--- config.mk ---
export PLATFORM = sky130hd
export DESIGN_NAME = game_round_latch
export DESIGN_NICKNAME = d
export VERILOG_FILES = /design/src/rtl/game_round_pkg.sv /design/src/rtl/prio_enc_lsb.sv /design/src/rtl/game_round_latch.sv
export SDC_FILE = /design/constraint.sdc
export NUM_CORES = 1
export LEC_CHECK = 0
export CAP_MARGIN = 0
export CELL_PAD_IN_SITES_DETAIL_PLACEMENT = 0
export CELL_PAD_IN_SITES_GLOBAL_PLACEMENT = 1
export CORE_MARGIN = 8
export CORE_UTILIZATION = 42
export CTS_CLUSTER_SIZE = 25
export DETAILED_ROUTE_END_ITERATION = 8
export PLACE_DENSITY_LB_ADDON = 0.1
export SYNTH_ARGS = -nofsm -noshare
export SYNTH_HDL_FRONTEND = slang
export SYNTH_SLANG_ARGS = --single-unit
--- constraint.sdc ---
create_clock -name clk -period 3 [get_ports clk]
set_input_delay 0.6 -clock clk [delete_from_list [all_inputs] [get_ports clk]]
set_output_delay 0.6 -clock clk [all_outputs]
set_load 0.05 [all_outputs]
--- src/rtl/game_round_pkg.sv ---
//------------------------------------------------------------------------------
// Module  : game_round_pkg
// Brief   : Shared round-state encoding and channel-index width helper.
// Revision: 1.0 - initial release
//------------------------------------------------------------------------------
`default_nettype none

package game_round_pkg;

    typedef enum logic [1:0] {
        IDLE   = 2'd0,
        ACTIVE = 2'd1,
        DONE   = 2'd2
    } round_state_t;

    // Index width for an n-channel vector; never narrower than one bit.
    function automatic int ch_w(input int n);
        return (n < 2) ? 1 : $clog2(n);
    endfunction

endpackage

`default_nettype wire

--- src/rtl/prio_enc_lsb.sv ---
//------------------------------------------------------------------------------
// Module  : prio_enc_lsb
// Brief   : Combinational lowest-set-bit priority encoder with any-set flag.
// Revision: 1.0 - initial release
//------------------------------------------------------------------------------
`default_nettype none

module prio_enc_lsb
    import game_round_pkg::*;
#(
    parameter int N = 4,
    parameter int W = ch_w(N)
) (
    input  logic [N-1:0] i_vec,
    output logic [W-1:0] o_idx,
    output logic         o_any
);

    // Scan downward so the lowest set index is the last to assign.
    always_comb begin
        o_idx = '0;
        o_any = |i_vec;
        for (int i = N - 1; i >= 0; i--) begin
            if (i_vec[i]) begin
                o_idx = W'(i);
            end
        end
    end

endmodule

`default_nettype wire

--- src/rtl/game_round_latch.sv ---
//------------------------------------------------------------------------------
// Module  : game_round_latch
// Brief   : Multi-player round controller: arms a round, latches sticky press
//           flags, captures the first presser and times out idle rounds.
//           Optional macro GAME_ROUND_EDGE_EN qualifies presses by rising edge.
// Revision: 1.0 - initial release
//------------------------------------------------------------------------------
`default_nettype none

module game_round_latch
    import game_round_pkg::*;
#(
    parameter  int N_CH      = 4,
    parameter  int TIMEOUT_W = 16,
    localparam int CH_W      = ch_w(N_CH)
) (
    input  logic                 clk,
    input  logic                 reset,
    input  logic                 start,
    input  logic                 clear,
    input  logic [N_CH-1:0]      ctrl,
    input  logic [TIMEOUT_W-1:0] timeout_lim,
    output logic                 active,
    output logic [N_CH-1:0]      flags,
    output logic [CH_W-1:0]      winner,
    output logic                 winner_valid,
    output logic                 timed_out,
    output logic                 done_pulse
);

    round_state_t         r_state;
    logic [TIMEOUT_W-1:0] r_cnt;
    logic [N_CH-1:0]      r_flags;
    logic [CH_W-1:0]      r_winner;
    logic                 r_winner_valid;
    logic                 r_timed_out;
    logic                 r_done_pulse;

    logic [N_CH-1:0]      w_qual;
    logic [CH_W-1:0]      w_idx;
    logic                 w_any;
    logic [TIMEOUT_W-1:0] w_lim_m1;

`ifdef GAME_ROUND_EDGE_EN
    logic [N_CH-1:0]      r_ctrl_q;

    always_ff @(posedge clk or negedge reset) begin
        if (!reset) begin
            r_ctrl_q <= '0;
        end else begin
            r_ctrl_q <= ctrl;
        end
    end

    assign w_qual = ctrl & ~r_ctrl_q;
`else
    assign w_qual = ctrl;
`endif

    assign w_lim_m1 = timeout_lim - TIMEOUT_W'(1);

    prio_enc_lsb #(
        .N (N_CH),
        .W (CH_W)
    ) u_prio (
        .i_vec (w_qual),
        .o_idx (w_idx),
        .o_any (w_any)
    );

    // Per-cycle priority: clear, then start, then press, then timeout.
    always_ff @(posedge clk or negedge reset) begin
        if (!reset) begin
            r_state        <= IDLE;
            r_cnt          <= '0;
            r_flags        <= '0;
            r_winner       <= '0;
            r_winner_valid <= 1'b0;
            r_timed_out    <= 1'b0;
            r_done_pulse   <= 1'b0;
        end else begin
            r_done_pulse <= 1'b0;
            if (clear) begin
                r_state        <= IDLE;
                r_cnt          <= '0;
                r_flags        <= '0;
                r_winner_valid <= 1'b0;
                r_timed_out    <= 1'b0;
            end else if (start) begin
                r_state        <= ACTIVE;
                r_cnt          <= '0;
                r_flags        <= '0;
                r_winner_valid <= 1'b0;
                r_timed_out    <= 1'b0;
            end else begin
                case (r_state)
                    ACTIVE: begin
                        if (r_cnt != '1) begin
                            r_cnt <= r_cnt + TIMEOUT_W'(1);
                        end
                        r_flags <= r_flags | w_qual;
                        if (w_any) begin
                            r_winner       <= w_idx;
                            r_winner_valid <= 1'b1;
                            r_done_pulse   <= 1'b1;
                            r_state        <= DONE;
                        end else if ((timeout_lim != '0) && (r_cnt == w_lim_m1)) begin
                            r_timed_out  <= 1'b1;
                            r_done_pulse <= 1'b1;
                            r_state      <= DONE;
                        end
                    end
                    DONE: begin
                        r_flags <= r_flags | w_qual;
                    end
                    default: begin
                    end
                endcase
            end
        end
    end

    assign active       = (r_state == ACTIVE);
    assign flags        = r_flags;
    assign winner       = r_winner;
    assign winner_valid = r_winner_valid;
    assign timed_out    = r_timed_out;
    assign done_pulse   = r_done_pulse;

endmodule

`default_nettype wire
After elaboration in Yosys (flattened, before gate mapping) --
Cells that the tools add are included.
Word-level totals: flip-flop bits (word level) 27, bits in latches 0, RAM bits 0, ROM bits 0, bits of input ports 24, output and inout bits 10, logic and storage cells 62, memories 0
Cells by class: $add $sub $neg 2, multiply operators 0, divide/modulo/power cells 0, order comparisons 0, eq/ne operators 5, shifts and indexed selects 0, muxes and demuxes 30, bitwise operators 3, reduce and logical (&&, ||, !) cells 15
Operators with widths (count):
- $mux 16 | 4
- $mux 2 | 9
- $add 16x1->16 const B | 1
- $eq 16x16->1 | 1
- $ne 16x16->1 const B | 1
- $reduce_bool 16->1 | 1
- $sub 16x1->16 const B | 1
- $reduce_bool 3->1 | 5
- $mux 1 | 14
- $mux 4 | 3
- $reduce_and 2->1 | 3
- $or 4x4->4 | 1
- $reduce_and 4->1 | 1
- $reduce_bool 4->1 | 1
- $reduce_or 4->1 | 1
- $ne 3x3->1 const B | 1
- $reduce_and 3->1 | 1
- $eq 2x1->1 const B | 1
- $eq 2x2->1 const B | 1
- $not 1->1 | 2
- $reduce_or 2->1 | 1
- $logic_and 1x1->1 | 1

Longest topological paths before layout --
word-level depth 8, gate-level depth with buffers 8, gate-level depth less buffers 8

Modules after synthesis --
From an unflattened synthesis, not the netlist that was laid out.
Second synthesis, totals: cell total of the unflattened synthesis 213, area, all modules 1868.0 um^2
By module, submodules not included:
- game_round_latch | times used 1, cells each 206, area an instance 1833.0 um^2, sequential area each 675.6 um^2
- prio_enc_lsb | times used 1, cells each 7, area an instance 35.0 um^2, sequential area each 0.0 um^2

Least setup slack after synthesis --
No wires, ideal clock.
path type input to register, start input timeout_lim[0], end register r_timed_out, in the netlist timed_out, library setup time 92 ps, arrival 2640 ps, data required time 2908 ps, path slack 268 ps, cell stages on the path 8, path buffers 0, cell sequence inv_1 ha_1 or3b_2 o21a_1 or4_4 a311oi_2 nand4_1 o31ai_2
Between the ends: word-level cells in the longest chain between the ends 5, elaborated cells between the ends (all ways) 6, classes of those cells 1 x add/sub; 1 x eq/ne; 4 x reduce/logical
Ends and longest elaborated chain:
- from (decl) | RTL line game_round_latch.sv:22 | input logic [TIMEOUT_W-1:0] timeout_lim,
- $sub 16x1->16 | RTL line game_round_latch.sv:60 | assign w_lim_m1 = timeout_lim - TIMEOUT_W'(1);
- $eq 16x16->1 | RTL line game_round_latch.sv:107 | end else if ((timeout_lim != '0) && (r_cnt == w_lim_m1)) begin
- $logic_and 1x1->1 * | RTL line game_round_latch.sv:107
- $reduce_bool 3->1 (no line) *
- $reduce_and 3->1 (no line) *
- to (signal assigned) | RTL line game_round_latch.sv:88 | r_timed_out <= 1'b0;
- to (signal assigned) | RTL line game_round_latch.sv:94 | r_timed_out <= 1'b0;
- to (signal assigned) | RTL line game_round_latch.sv:108 | r_timed_out <= 1'b1;
- to (decl) | RTL line game_round_latch.sv:36 | logic r_timed_out;
Mark *: on every way between the ends. The rest lies on a longest branch, timed or not. A chain may end at the register's enable or synchronous reset.

Worst setup path in the final report --
start input timeout_lim[3], end register r_timed_out, in the netlist timed_out
The elaborated chain is that of the path after synthesis.

==> results.json <==
{
  "clock_skew_ns": 0.00804,
  "synth_seq_cells": 27,
  "yosysUniqueCellTypes": 43,
  "clockBufferDepth": 2,
  "cpMostUsedCell": "or4_4",
  "syn-num-nets": 243,
  "final.min_clock_period_ns": 2.93,
  "io_buffers": 33,
  "cts_sinks": 27,
  "leakagePower_uw": 0.000945,
  "crit_buf_inv": 1,
  "layout-drive-gt1-share_pct": 11.7,
  "wl_per_cell_um": 14.7,
  "cts_tree": "done",
  "place.gp.congestion": 0.810,
  "clk_latency_ns": 0.27,
  "mostFrequentLayoutCells": "clkdlybuf4s50_1 (31), nor2_1 (30), dfrtp_1 (27), buf_4 (19), xnor2_1 (18)",
  "hold_viol": 0,
  "hold_slack_ns": 0.508,
  "finish.utilization_pct": 56.1,
  "crit_arrival_ns": 3.12,
  "drtIter0Drc": 76,
  "synthCells": 216,
  "num_vias": 1738,
  "synth_area_leaders": "dfrtp_1 (36%), xnor2_1 (8.5%), nor2_1 (6.1%)",
  "critical-path-top-delay-family": "simple AND/OR/NAND/NOR gates",
  "routed_wl_um": 4690,
  "core_area_um2": 4290,
  "nets": 294,
  "drv_slew": 0,
  "worstHoldPathType": "flip-flop to flip-flop",
  "slowest_delay_ns": 0.58,
  "grtUsageTotal_pct": 14.1,
  "n_antenna_cell": 0,
  "num_rows": 24,
  "antenna_found_initial": 0,
  "synth_warnings": 0,
  "io_pins": 34,
  "slew_headroom_pct": 59.9,
  "cts_setup_buffers": 0,
  "cts_buffers": 3,
  "dp_hpwl_um": 3550,
  "crit_required_ns": 3.19,
  "setup_viol": 0,
  "crit_type": "primary input to flip-flop",
  "htree_levels": 1,
  "endpoint_kind": "flip-flop",
  "crit_slowest_cell": "or4_4",
  "cp_cell_sequence": "clkdlybuf4s50_1, or4_4, o21a_1, or4_4, a311oi_2, nand4_1, o31ai_2",
  "grt-ovfl-total": 0,
  "grt_max_degree": 28,
  "async_flop_share_pct": 100,
  "setup_tns_ns": 0,
  "die_area_um2": 6790,
  "rsz0062_at_grt": "false",
  "period_share_pct": 97.8,
  "ctsRootBufferMaster": "clkbuf_8",
  "status": "finished clean",
  "clk_pin_slew_ns": 0.10,
  "synth.cell_area_um2": 1850,
  "p_per_area_nw_per_um2": 325,
  "first_pass_iters": 4,
  "peakVddDrop_mv": 0.275,
  "synth_edf_count": 0,
  "synth_top_flop_cell": "dfrtp_1",
  "synth-seq-area-share_pct": 36.5,
  "yosysTopAreaCellShare_pct": 36.5,
  "yosysTopAreaCell": "dfrtp_1",
  "synth.avg_cell_area_um2": 8.57,
  "layout-area-overhead-vs-synth_pct": 30.0,
  "final_common_cell": "clkdlybuf4s50_1",
  "drc": 0,
  "ant_nets": 0,
  "setup.worst_path.start_class": "primary input",
  "max_slew.worst_pin.slew_ns": 0.596,
  "cap_violations": 0,
  "fmax_ghz": 0.341,
  "grt_pass1_wl_um": 7650,
  "start_util_pct": 43.1,
  "worst-path-max-fanout": 5,
  "die_w_um": 82.4,
  "vias_per_cell": 5.47,
  "grt_pass1_vias": 1690,
  "die_y_um": 82.4
}
[logic make-up (layout without fill, tap and decap cells)]
logic type      Yosys count  in the layout  synth area share, %
mux                       2              2                 1.08
xor+xnor                 27             27                 12.8
compound gates           46             46                 15.9
fa+ha+maj                 3              3                 2.03
simple gates             94             94                 27.4
flops                    27             27                 36.5
buf+inv                  17             67                 4.26
[routing by layer]
| layer | share of wire [%] | GRT usage [%] | vias to the layer above | wire length (µm) |
|---|---|---|---|---|
| met2 | 45 | 23.0 | 37 | 2100 |
| met5 | 0 | 0 | - | 0 |
| li1 | - | - | 884 | - |
| met1 | 49 | 18.8 | 815 | 2290 |
| met3 | 6.1 | 2.27 | 2 | 284 |
| met4 | 0.49 | 3.68 | 0 | 23 |
[metrics by stage]
stage | instance area, µm² | std cells | worst slack [ns] | total power [µW]
after floorplan | 1850 | 216 | 0.268 | 484
after global placement | 2350 | 314 | -0.211 | 581
after detailed placement | 2350 | 314 | -0.265 | 580
after CTS | 2400 | 318 | 0.0241 | 789
after global routing | 2410 | 318 | 0.0160 | 818
final | 2410 | 318 | 0.0667 | 781
[worst paths after layout]
| path | startpoint | to | slack (ns) | cells after the start |
|---|---|---|---|---|
| worst max-delay path | timeout_lim[3] | timed_out | 0.07 | 7 |
| worst min-delay path | flags[0] | flags[0] | 0.51 | 2 |
| worst max register to register | r_cnt[7] | timed_out | 0.91 | 7 |
| worst min register to register | flags[0] | flags[0] | 0.51 | 2 |
| max in group asynchronous | reset | winner[0] | 2.03 | 2 |
| min in group asynchronous | reset | flags[2] | 0.70 | 2 |
[cell type report]
class	count	area [µm²]
Clock buffer	4	45.0
Tap cell	52	65.1
Multi-Input combinational cell	172	1100
Sequential cell	27	676
Timing Repair Buffer	52	478
Inverter	11	41.3
Fill cell	414	1890
[what timing repair did]
| item | 4_1_cts | 5_1_grt |
|---|---|---|
| endpoints found under the setup margin | 0 | 3 |
| gates resized for setup | 0 | 4 |
| hold buffers | 0 | 0 |
[state kept, by name (all words and copies together) (netlist names)]
register      count
r_cnt            16
flags             4
r_state           2
winner            2
done_pulse        1
timed_out         1
winner_valid      1
[worst register-to-register path: cells and delay by family (launching register included)]
kind / cells / cell delay [ns]
AND/OR/NAND/NOR: 1 / 0.19
buffers and inverters: 1 / 0.19
XOR/XNOR: 1 / 0.26
flip-flops: 1 / 0.44
AO/OA/AOI/OAI: 4 / 0.93
[power by group]
| group | total, µW | internal (µW) | switching [µW] |
|---|---|---|---|
| Sequential | 380 | 374 | 6.87 |
| Combinational | 193 | 86.6 | 106 |
| Clock | 208 | 95.1 | 113 |
| Total | 781 | 555 | 226 |
[cell usage after synthesis, types with 2 or more instances]
library cell / n
nor2_1: 30
clkbuf_1: 4
or3_1: 7
nand3b_1: 2
o2111ai_1: 2
nand2b_1: 2
nand4_1: 3
a21oi_1: 15
buf_6: 2
nor4b_1: 2
o211ai_1: 3
mux2i_1: 2
ha_1: 3
nand3_1: 8
inv_1: 11
xor2_1: 9
and4_1: 3
or4_4: 2
o21a_1: 2
o21ai_0: 11
xnor2_1: 18
dfrtp_1: 27
nor4_1: 6
a31oi_1: 3
and3_1: 2
or3b_2: 2
nand2_1: 11
nor3_1: 9
(Power assumes the default switching activity.)
